### src/rtl/imem_loader_if.sv
// Byte-stream handshake and instruction-memory write port between a host
// byte source and the instruction memory image loader.
interface imem_loader_if;
    logic [7:0]  byte_in;
    logic        byte_valid;
    logic        byte_ready;
    logic        imem_we;
    logic [31:0] imem_waddr;
    logic [31:0] imem_wdata;

    // Host side: drives the byte stream, observes memory writes.
    modport master (
        output byte_in,
        output byte_valid,
        input  byte_ready,
        input  imem_we,
        input  imem_waddr,
        input  imem_wdata
    );

    // Loader side: consumes the byte stream, drives memory writes.
    modport slave (
        input  byte_in,
        input  byte_valid,
        output byte_ready,
        output imem_we,
        output imem_waddr,
        output imem_wdata
    );
endinterface

### src/rtl/imem_loader.sv
// Instruction memory loader: packs a little-endian byte stream into 32-bit words,
// writes them from address 0 upward and holds the core in reset until the image is complete.
module imem_loader #(
    parameter int unsigned MEM_WORDS = 256,
    parameter int unsigned CNT_W     = $clog2(MEM_WORDS) + 1
) (
    input  logic                 clk,
    input  logic                 rst,
    input  logic                 start,
    input  logic [CNT_W-1:0]     num_words,
    imem_loader_if.slave         bus,
    output logic                 core_rst,
    output logic                 busy,
    output logic                 done,
    output logic                 error,
    output logic [31:0]          checksum
);

    typedef enum logic [1:0] {
        IDLE  = 2'd0,
        RECV  = 2'd1,
        WRITE = 2'd2,
        DONE  = 2'd3
    } state_t;

    state_t           state;
    logic [CNT_W-1:0] count;
    logic [CNT_W-1:0] word_idx;
    logic [1:0]       byte_idx;
    logic [23:0]      word_buf;

    logic num_ok_c;
    logic xfer_c;
    logic last_word_c;

    assign num_ok_c    = (num_words != '0) && (num_words <= CNT_W'(MEM_WORDS));
    assign xfer_c      = bus.byte_valid && bus.byte_ready;
    assign last_word_c = (word_idx == (count - CNT_W'(1)));

    // Single-process FSM; every output is a register updated alongside the state.
    always_ff @(posedge clk) begin
        if (rst) begin
            state          <= IDLE;
            count          <= '0;
            word_idx       <= '0;
            byte_idx       <= '0;
            word_buf       <= '0;
            bus.byte_ready <= 1'b0;
            bus.imem_we    <= 1'b0;
            bus.imem_waddr <= '0;
            bus.imem_wdata <= '0;
            core_rst       <= 1'b1;
            busy           <= 1'b0;
            done           <= 1'b0;
            error          <= 1'b0;
            checksum       <= '0;
        end else begin
            bus.imem_we <= 1'b0;
            case (state)
                IDLE, DONE: begin
                    if (start) begin
                        if (num_ok_c) begin
                            count          <= num_words;
                            word_idx       <= '0;
                            byte_idx       <= '0;
                            checksum       <= '0;
                            error          <= 1'b0;
                            done           <= 1'b0;
                            busy           <= 1'b1;
                            core_rst       <= 1'b1;
                            bus.byte_ready <= 1'b1;
                            state          <= RECV;
                        end else begin
                            // Rejected request leaves the current state and image intact.
                            error <= 1'b1;
                        end
                    end
                end

                RECV: begin
                    if (xfer_c) begin
                        byte_idx <= byte_idx + 2'd1;
                        case (byte_idx)
                            2'd0: word_buf[7:0]   <= bus.byte_in;
                            2'd1: word_buf[15:8]  <= bus.byte_in;
                            2'd2: word_buf[23:16] <= bus.byte_in;
                            default: begin
                                bus.imem_we    <= 1'b1;
                                bus.imem_waddr <= 32'({word_idx, 2'b00});
                                bus.imem_wdata <= {bus.byte_in, word_buf};
                                bus.byte_ready <= 1'b0;
                                state          <= WRITE;
                            end
                        endcase
                    end
                end

                WRITE: begin
                    checksum <= checksum + bus.imem_wdata;
                    if (last_word_c) begin
                        busy     <= 1'b0;
                        done     <= 1'b1;
                        core_rst <= 1'b0;
                        state    <= DONE;
                    end else begin
                        word_idx       <= word_idx + CNT_W'(1);
                        bus.byte_ready <= 1'b1;
                        state          <= RECV;
                    end
                end

                default: state <= IDLE;
            endcase
        end
    end

endmodule

### src/flat_wrapper.sv
// flat-port wrapper written by rule: the top's interface ports become plain ports
module imem_loader_flat 
#(
    parameter int unsigned MEM_WORDS = 256,
    parameter int unsigned CNT_W     = $clog2(MEM_WORDS) + 1
)
  (clk, rst, start, num_words, core_rst, busy, done, error, checksum, bus_byte_in, bus_byte_valid, bus_byte_ready, bus_imem_we, bus_imem_waddr, bus_imem_wdata);
  imem_loader_if bus_i ();
  input  logic clk;
  input  logic rst;
  input  logic start;
  input  logic [CNT_W-1:0] num_words;
  output logic core_rst;
  output logic busy;
  output logic done;
  output logic error;
  output logic [31:0] checksum;
  input wire logic [$bits(bus_i.byte_in)-1:0] bus_byte_in;
  input wire logic [$bits(bus_i.byte_valid)-1:0] bus_byte_valid;
  output wire logic [$bits(bus_i.byte_ready)-1:0] bus_byte_ready;
  output wire logic [$bits(bus_i.imem_we)-1:0] bus_imem_we;
  output wire logic [$bits(bus_i.imem_waddr)-1:0] bus_imem_waddr;
  output wire logic [$bits(bus_i.imem_wdata)-1:0] bus_imem_wdata;
  assign bus_i.byte_in = bus_byte_in;
  assign bus_i.byte_valid = bus_byte_valid;
  assign bus_byte_ready = bus_i.byte_ready;
  assign bus_imem_we = bus_i.imem_we;
  assign bus_imem_waddr = bus_i.imem_waddr;
  assign bus_imem_wdata = bus_i.imem_wdata;
  imem_loader #(.MEM_WORDS(MEM_WORDS), .CNT_W(CNT_W)) u_core (.clk(clk), .rst(rst), .start(start), .num_words(num_words), .bus(bus_i), .core_rst(core_rst), .busy(busy), .done(done), .error(error), .checksum(checksum));
endmodule
### config.mk
export PLATFORM = sky130hd
export DESIGN_NAME = imem_loader_flat
export DESIGN_NICKNAME = d
export VERILOG_FILES = /design/src/rtl/imem_loader_if.sv /design/src/rtl/imem_loader.sv /design/src/flat_wrapper.sv
export SDC_FILE = /design/constraint.sdc
export NUM_CORES = 1
export LEC_CHECK = 0
export CORE_AREA = 4 4 123 125
export CTS_CLUSTER_SIZE = 30
export DETAILED_ROUTE_END_ITERATION = 6
export DIE_AREA = 0 0 127 129
export MAX_ROUTING_LAYER = met4
export PLACE_DENSITY = 0.76
export SYNTH_ARGS = -nofsm -noshare
export SYNTH_HDL_FRONTEND = slang
export SYNTH_SLANG_ARGS = --single-unit
export TNS_END_PERCENT = 5
### constraint.sdc
create_clock -name clk -period 2.5 [get_ports clk]
set_input_delay 0.25 -clock clk [delete_from_list [all_inputs] [get_ports clk]]
set_output_delay 0.25 -clock clk [all_outputs]
set_load 0.02 [all_outputs]
==> metrics <==
status complete, but fails checks; failing checks setup timing; Slew @ Worst Pin 0.6656 ns; GRT met1 Usage 0.2848; largest net degree at the start of global routing 56; Clock Tree Root clkbuf_16; mux contribution to synthesized area 0.006029; WHS Path Cells 2; Leak 3.735 nW; Sink Count 125; GR Util met3 0.05272; Worst slew margin 0.5528; Post-Synth Adder-Cell Area 0.07837; gr ovfl total 0; Initial DRC Count 480; fraction of layout cells with a size suffix above 1 0.1788; Ports 123; min setup slack post-route -0.09449 ns; post-synthesis sequential area ratio 0.3768; Port Buffer Count 99; row count 43; final net count 1079; most common cell in the netlist nand2_1; WL/cell 15.52 µm; Post-synth EDFFs 0; die width 127 µm; DRC errors left 0; area of the core 13880 µm²; CP Cell Sequence ha_1 -> o211ai_1 -> o211ai_1 -> a211oi_4 -> o31a_4 -> o31ai_4 -> nor3_1 -> a311oi_1 -> or3_1 -> o21ai_1; dpl cell area 8403 µm²; Slew Limit Fails 0; first-pass GRT wire length 29810 µm; RePlAce Congestion 0.9593; vias in the first global route 6103; clock slew at reported path FFs 0.06 ns; FMAX 385.4 MHz; Synth Cell Area 6641 µm²; startpoint types flop; synth top area cells dfxtp_1 38%, nand2_1 11%, a21oi_1 8.6%; worst reg2reg path startpoint u_core.checksum[4]; largest family of logic cells by synthesized area compound AO/OA/AOI/OAI gates; syn avg cell area 7.992 µm²; Via density 5.313; Critical Path Sink Type flop; Post-synth top cells 194 x nand2_1, 125 x dfxtp_1, 114 x a21oi_1; Fin. Hold Viols 0; Setup CP Type flop to flop; Final Setup Violations 4; Setup Skew 0.01010 ns; Tcrit/Tclk final 1.038; Seq cells post-synth 125; Max Root-Sink Buffers 2; post-detail-place hpwl 13570 µm; gr busiest metal met2; unrepaired setup endpoints after global routing true; GRT Overall Usage 0.2339; Num CTS Buffers 17; final worst path period need 2.594 ns; Mapped Cells 831; FFs w/ async S/R, synth 0; Synth top area share 0.3768; power density over the cells 539.8 nW/µm²; drt first pass iters 7; top_reg_cell synth dfxtp_1; FF-to-FF path depth 10; synth warn 0; clock latency on the worst-skew pair 0.43 ns; final instance area 9251 µm²; CTS tree built; Max VDD drop 0.5085 mV; leading area contributor after synthesis dfxtp_1; simple-gate share of the synthesized area 0.1942; post-synthesis xor/xnor area fraction 0.05407; Min-Delay Endpoint u_core.word_idx[0]; final setup TNS -0.1243 ns; CP required 2.82 ns; CP arrival 2.91 ns; Worst R2R Setup Slack -0.09 ns; crit-path most repeated cell o211ai_1; # Max-Cap Violations 0; Via Count 6424; n_diodes 0; count of cell types in the netlist 63; antenna viol nets, final 0; CP max-delay cell o211ai_1; antenna violations before repair 0; slowest stage delay, CP 0.37 ns; worst hold start rst; H-Tree Depth 4; Area Growth Syn to Fin 39.30%; Die Height 129 µm; Compound-Gate Fraction of Synth Area 0.2300; initial core utilization 0.4785; met2 Usage GRT 0.3820; final WL 18770 µm; Die Area 16380 µm²; Crit Reg-Reg Endpoint u_core.checksum[31]; critical-path maximum fanout 3; Hold Crit Class input pin to flop
[report_power, final]
group	switching [mW]	internal [mW]	total [mW]
sequential	0.0188	2.02	2.03
clock	0.950	1.65	2.60
combinational	0.221	0.136	0.358
[cell type report]
type                            count  area, µm²
Tap cell                          180      225.2
Multi-Input combinational cell    648       4033
Clock inverter                     11      156.4
Inverter                           22      82.58
Timing Repair Buffer              203       1782
Clock buffer                       20      466.7
Sequential cell                   125       2506
Fill cell                        1179       4629
[metrics by stage]
step / cells / hold slack [ns] / power (mW) / worst slack (ns) / utilization
CTS: 1209 / 0.2642 / 5.020 / -0.09707 / 0.6556
detailed placement: 1174 / 0.4438 / 2.425 / -0.4620 / 0.6054
floorplan: 853 / 0.3860 / 2.308 / -0.01600 / -
global placement: 1174 / 0.4387 / 2.418 / -0.4298 / 0.6054
finish: 1209 / 0.2857 / 4.994 / -0.09449 / 0.6665
global route: 1209 / 0.2904 / 5.140 / -0.1961 / 0.6665
[worst max path at each step]
| stage | from | end | slack (ns) | depth (start not counted) |
|---|---|---|---|---|
| floorplan | u_core.checksum[12] | u_core.checksum[29] | -0.02 | 10 |
| global placement | num_words[4] | u_core.checksum[19] | -0.43 | 10 |
| detailed placement | num_words[4] | u_core.checksum[19] | -0.46 | 10 |
| CTS | u_core.bus.imem_wdata[0] | u_core.checksum[28] | -0.1 | 11 |
| global route | u_core.checksum[3] | u_core.checksum[31] | -0.20 | 10 |
| finish | u_core.checksum[4] | u_core.checksum[31] | -0.09 | 10 |
[placed cells by master, fill, tap and decap left out, types with 21 or more instances in the layout]
master / instances
nand2_1: 193
dfxtp_1: 122
a21oi_1: 111
buf_4: 104
clkdlybuf4s50_1: 98
nor2_1: 35
ha_1: 33
o21ai_0: 25
conb_1: 23
a21o_1: 22
inv_1: 21
[state kept, by name, summed over array words and instances (netlist names)]
| name | count |
|---|---|
| u_core.bus.byte_ready | 1 |
| u_core.bus.imem_waddr | 9 |
| u_core.bus.imem_wdata | 32 |
| u_core.bus.imem_we | 1 |
| u_core.busy | 1 |
| u_core.byte_idx | 2 |
| u_core.checksum | 32 |
| u_core.core_rst | 1 |
| u_core.count | 9 |
| u_core.done | 1 |
| u_core.error | 1 |
| u_core.state | 2 |
| u_core.word_buf | 24 |
| u_core.word_idx | 9 |
[worst max-delay path, delay by kind of cell (launching register included)]
kind                       cells  cell delay, ns
AOI/OAI and AO/OA              7            1.59
DFF                            1            0.32
adders and majority gates      1            0.33
and+or+nand+nor                2            0.25
[logic make-up (layout without fill, tap and decap cells)]
kind of cell	count (synthesis)	count (layout)
AND/OR/NAND/NOR	299	299
AO/OA/AOI/OAI	240	240
flip-flops	125	125
buffers and inverters	80	256
adder cells (fa/ha/maj)	41	41
XOR/XNOR	41	41
multiplexers	4	4
other	1	23
[what timing repair did]
item,4_1_cts,5_1_grt
resized for setup,9,23
pin swaps,10,11
buffers inserted,4,0
endpoints found under the setup margin,10,26
hold buffers,0,0
[layer usage]
layer  vias up  share of wire
li1       3215              -
met1      2982           0.44
met2       188           0.49
met3        39          0.051
met4         0          0.022
met5         -              0
(Power assumes the default switching activity.)
==> edit 1 (same flow settings) <==
`MEM_WORDS` is set to 256 in 2 places; all go to 1024.
--- a/src/rtl/imem_loader.sv
+++ b/src/rtl/imem_loader.sv
@@ -3,3 +3,3 @@
 module imem_loader #(
-    parameter int unsigned MEM_WORDS = 256,
+    parameter int unsigned MEM_WORDS = 1024,
     parameter int unsigned CNT_W     = $clog2(MEM_WORDS) + 1
--- a/src/flat_wrapper.sv
+++ b/src/flat_wrapper.sv
@@ -3,3 +3,3 @@
 #(
-    parameter int unsigned MEM_WORDS = 256,
+    parameter int unsigned MEM_WORDS = 1024,
     parameter int unsigned CNT_W     = $clog2(MEM_WORDS) + 1
Interface: changed (resized num_words); port bits go from 123 to 125. The function was not compared with the original's and may differ.
==> edit 1 against the original RTL <==
  * Sequential cell count rose by 6
  * Wire length up 9.6%
  * The run still ends with setup timing left
  * Critical endpoint is now u_core.checksum[30]
  * Final area is 6.7% higher
  * Largest cell class unchanged
  * Highest routed layer unchanged
  * Area after synthesis grew 5.4%
  * Worst setup slack got worse by 0.29 ns
  * Critical path depth is the same
  * Hold slack got worse by 0.080 ns
  * Power up 13%
==> edit 1: results (changes against the original RTL) <==
* Result of the run: finished with violations
* Violations in the final reports: setup timing
* Fill cell total of the finished layout at 1058 (-10%)
* Most frequent cells after synthesis: 182 x sky130_fd_sc_hd__nand2_1, 131 x sky130_fd_sc_hd__dfxtp_1, 120 x sky130_fd_sc_hd__a21oi_1
* Endpoints failing setup at 18 (+14)
* Static leakage power at 4.07 nW (+9.0%)
* Share of synthesized cell area in full adder, half adder and majority cells at 7.44% (-0.40 points)
* Largest net degree at the start of global routing at 53 (-5.4%)
* Detailed router's first-iteration violation count at 716 (+49%)
* Post-placement setup slack at -0.404 ns (+0.0582 ns)
* Crit-path max cell delay at 0.42 ns (+0.05 ns)
* Largest vdd supply drop at 0.470 mV (-7.5%)
* Share of final-layout standard cells stronger than drive strength 1 at 17.3% (-0.59 points)
* Cells resized by post-CTS repair at 7 (-2)
* Placed wire-length estimate after detailed placement at 15000 um (+10%)
* Post-route met1 wirelength at 9300 um (+13%)
* Routed length on met3 at 1130 um (+17%)
* Total length of routed wires at 20600 um (+9.6%)
* Overall routing resource usage at 25.9% (+2.5 points)
* Unique masters post-synth at 57 (-9.5%)
* Proportion of synthesized area in mux cells at 1.72% (+1.1 points)
* Power share of the sequential group at 37.9% (-2.8 points)
* Met1 layer usage reported by global route at 33.7% (+5.3 points)
* Global-route wire length before repair at 32900 um (+11%)
* XOR/XNOR Fraction of Synth Area at 5.01% (-0.40 points)
* Gpl congestion at 0.957 (-0.29%)
* Final Non-Filler Cells at 1279 (+5.8%)
* PnR worst setup slack at -0.387 ns (-0.292 ns)
## edit 1: cell count changes in the layout (fill, tap and decap cells not counted), moves of 9 or more
cell	unedited run	this run
sky130_fd_sc_hd__buf_4	104	121
sky130_fd_sc_hd__nand2_1	193	182
sky130_fd_sc_hd__nor2_1	35	50
sky130_fd_sc_hd__o21ai_1	13	2
sky130_fd_sc_hd__xnor2_1	20	29
sky130_fd_sc_hd__xor2_1	20	11
## edit 1: final cells by class
type	count	area (um^2)	area share [%]
multi-input cells	687	4190	42.4
inverters	21	78.8	0.798
clock inverters	13	279	2.83
well taps	180	225	2.28
flip-flops and latches	131	2630	26.6
clock buffers	19	443	4.49
repair buffers	228	2030	20.6
## edit 1: worst paths after layout
kind,cells after the start,slack (ns),end
setup / recovery,10,-0.39,u_core.checksum[30]
hold / removal,3,0.21,u_core.word_idx[1]
setup reg to reg,10,-0.39,u_core.checksum[30]
hold reg to reg,2,0.45,u_core.bus.imem_wdata[0]
==> edit 2 (same settings) <==
Without the edit above. Reset style: asynchronous (`rst`), changed in one clocked block.
--- a/src/rtl/imem_loader.sv
+++ b/src/rtl/imem_loader.sv
@@ -40,3 +40,3 @@
     // Single-process FSM; every output is a register updated alongside the state.
-    always_ff @(posedge clk) begin
+    always_ff @(posedge clk or posedge rst) begin
         if (rst) begin
Function: differs if rst is asserted again (counterexample within 4 cycles, from zero or initial values and one cycle with rst high); with rst held inactive, the same outputs for 4 cycles.
==> edit 2 against the original RTL <==
  * Critical path depth unchanged
  * Largest cell class unchanged
  * Area after synthesis grew 7.3%
  * Sequential share of layout area increased by 3.5 points
  * Sequential cell count did not move
  * Worst setup slack lost 0.44 ns
  * Final area rose by 10%
  * Wire length up 21%
  * Via count is 8.9% higher
  * The flow still finishes with violations (setup timing)
Power is not compared: it rests on default switching activity, and its combinational part moved more than twofold at a synthesized area within 25%.
==> edit 2: results (changes against the original RTL) <==
* Number of nets in the finished design at 1057 (-2.0%)
* Avg Vias per Cell at 5.89 (+11%)
* Global-route wire length before repair at 34600 um (+16%)
* Gpl congestion at 1.06 (+10%)
* Global routing usage on met3 at 7.31% (+2.0 points)
* Clock Skew at 0.00824 ns (-0.00185 ns)
* RR Endpoint: u_core.checksum[30]
* Setup Buffers After CTS at 5 (+1)
* Clock Buffer Count at 21 (+5.0%)
* Share of final-layout standard cells stronger than drive strength 1 at 24.9% (+7.0 points)
* Slowest cell on the critical path: sky130_fd_sc_hd__or4_4
* XOR/XNOR Fraction of Synth Area at 3.92% (-1.5 points)
* Detailed router's first-iteration violation count at 824 (+72%)
* Number of multi-input combinational cells at 598 (-7.7%)
* Violations in the final reports: setup timing
* Fill cell total of the finished layout at 951 (-19%)
* Post-route met1 wirelength at 8970 um (+8.8%)
* TritonRoute pass-1 iters at 5 (-2)
* Result of the run: finished with violations
* Clock network area share at 6.29% (-0.44 points)
* Register area share after synthesis at 43.9% (+6.2 points)
* Met2 usage in global routing at 45.0% (+6.8 points)
* Hold crit path type: input pin to async pin
* Routed wire length on met2 at 10800 um (+18%)
* Post-synth ARST share at 100% (+100 points)
* Clock insertion delay at the later pin of the skew report at 0.43 ns (about the same)
* Worst endpoint data arrival time at 3.33 ns (+0.42 ns)
* Registers with the most flip-flops: u_core.bus.imem_wdata x32, u_core.checksum x32, u_core.word_buf x24
* Via count of the first global-routing pass at 6802 (+11%)
* Unique masters post-synth at 68 (+7.9%)
* Origin of the critical flop-to-flop path: u_core.bus.imem_wdata[10]
* Cells resized by post-CTS repair at 30 (+21)
* Multi-input gate area in the final layout at 0.00405 mm^2 (+0.43%)
* Most frequent cells after synthesis: 183 x sky130_fd_sc_hd__nand2_1, 124 x sky130_fd_sc_hd__dfrtp_1, 42 x sky130_fd_sc_hd__nor2_1
* Worst rel slew slack at 49.8% (-5.4 points)
* Met1 layer usage reported by global route at 32.7% (+4.2 points)
* Endpoints failing setup at 17 (+13)
* Overall routing resource usage at 27.7% (+4.3 points)
* Final non-clock buffer share at 20.5% (+1.2 points)
* Count of plain and timing-repair buffers at 233 (+15%)
* Crit-path max cell delay at 0.57 ns (+0.20 ns)
* Inverters, non-clock at 20 (-9.1%)
* Post-synthesis compound-gate area fraction at 15.9% (-7.1 points)
* Proportion of synthesized area in mux cells at 5.32% (+4.7 points)
* Total length of routed wires at 22700 um (+21%)
* Placed wire-length estimate after detailed placement at 14800 um (+8.9%)
* PnR worst setup slack at -0.537 ns (-0.443 ns)
* Routed length on met3 at 1850 um (+91%)
* Share of synthesized cell area in full adder, half adder and majority cells at 7.30% (-0.53 points)
* Fraction of standard cell area that is sequential at 30.6% (+3.5 points)
* Commonest register cell after synthesis: sky130_fd_sc_hd__dfrtp_1
* Largest net degree at the start of global routing at 43 (-23%)
## edit 2: cell count changes after synthesis, sizes merged, moves of 7 or more
cell and delta:
a22oi -11, clkbuf -8, dfxtp -125, a31oi +7, mux2 +31, a21o -9
nand2 -11, nand3 -9, a21oi -78, dfrtp +124
## edit 2: power by group
part	internal (mW)	total [mW]	switching [mW]	leakage, nW
Combinational	1.49	3.09	1.60	2.94
Sequential	2.51	2.92	0.409	1.65
Clock	1.77	2.70	0.930	0.311
## edit 2: metrics by stage
| stage | TNS [ns] | area (um^2) | total power [mW] | setup slack (ns) | cells |
|---|---|---|---|---|---|
| finish | -3.37 | 10200 | 8.70 | -0.537 | 1188 |
| CTS | -1.49 | 10000 | 8.50 | -0.288 | 1184 |
| floorplan | -1.50 | 7210 | 4.51 | -0.322 | 792 |
| global placement | -4.02 | 9200 | 5.64 | -0.266 | 1149 |
| global route | -6.09 | 10200 | 9.09 | -0.538 | 1188 |
| detailed placement | -6.19 | 9200 | 5.74 | -0.410 | 1149 |
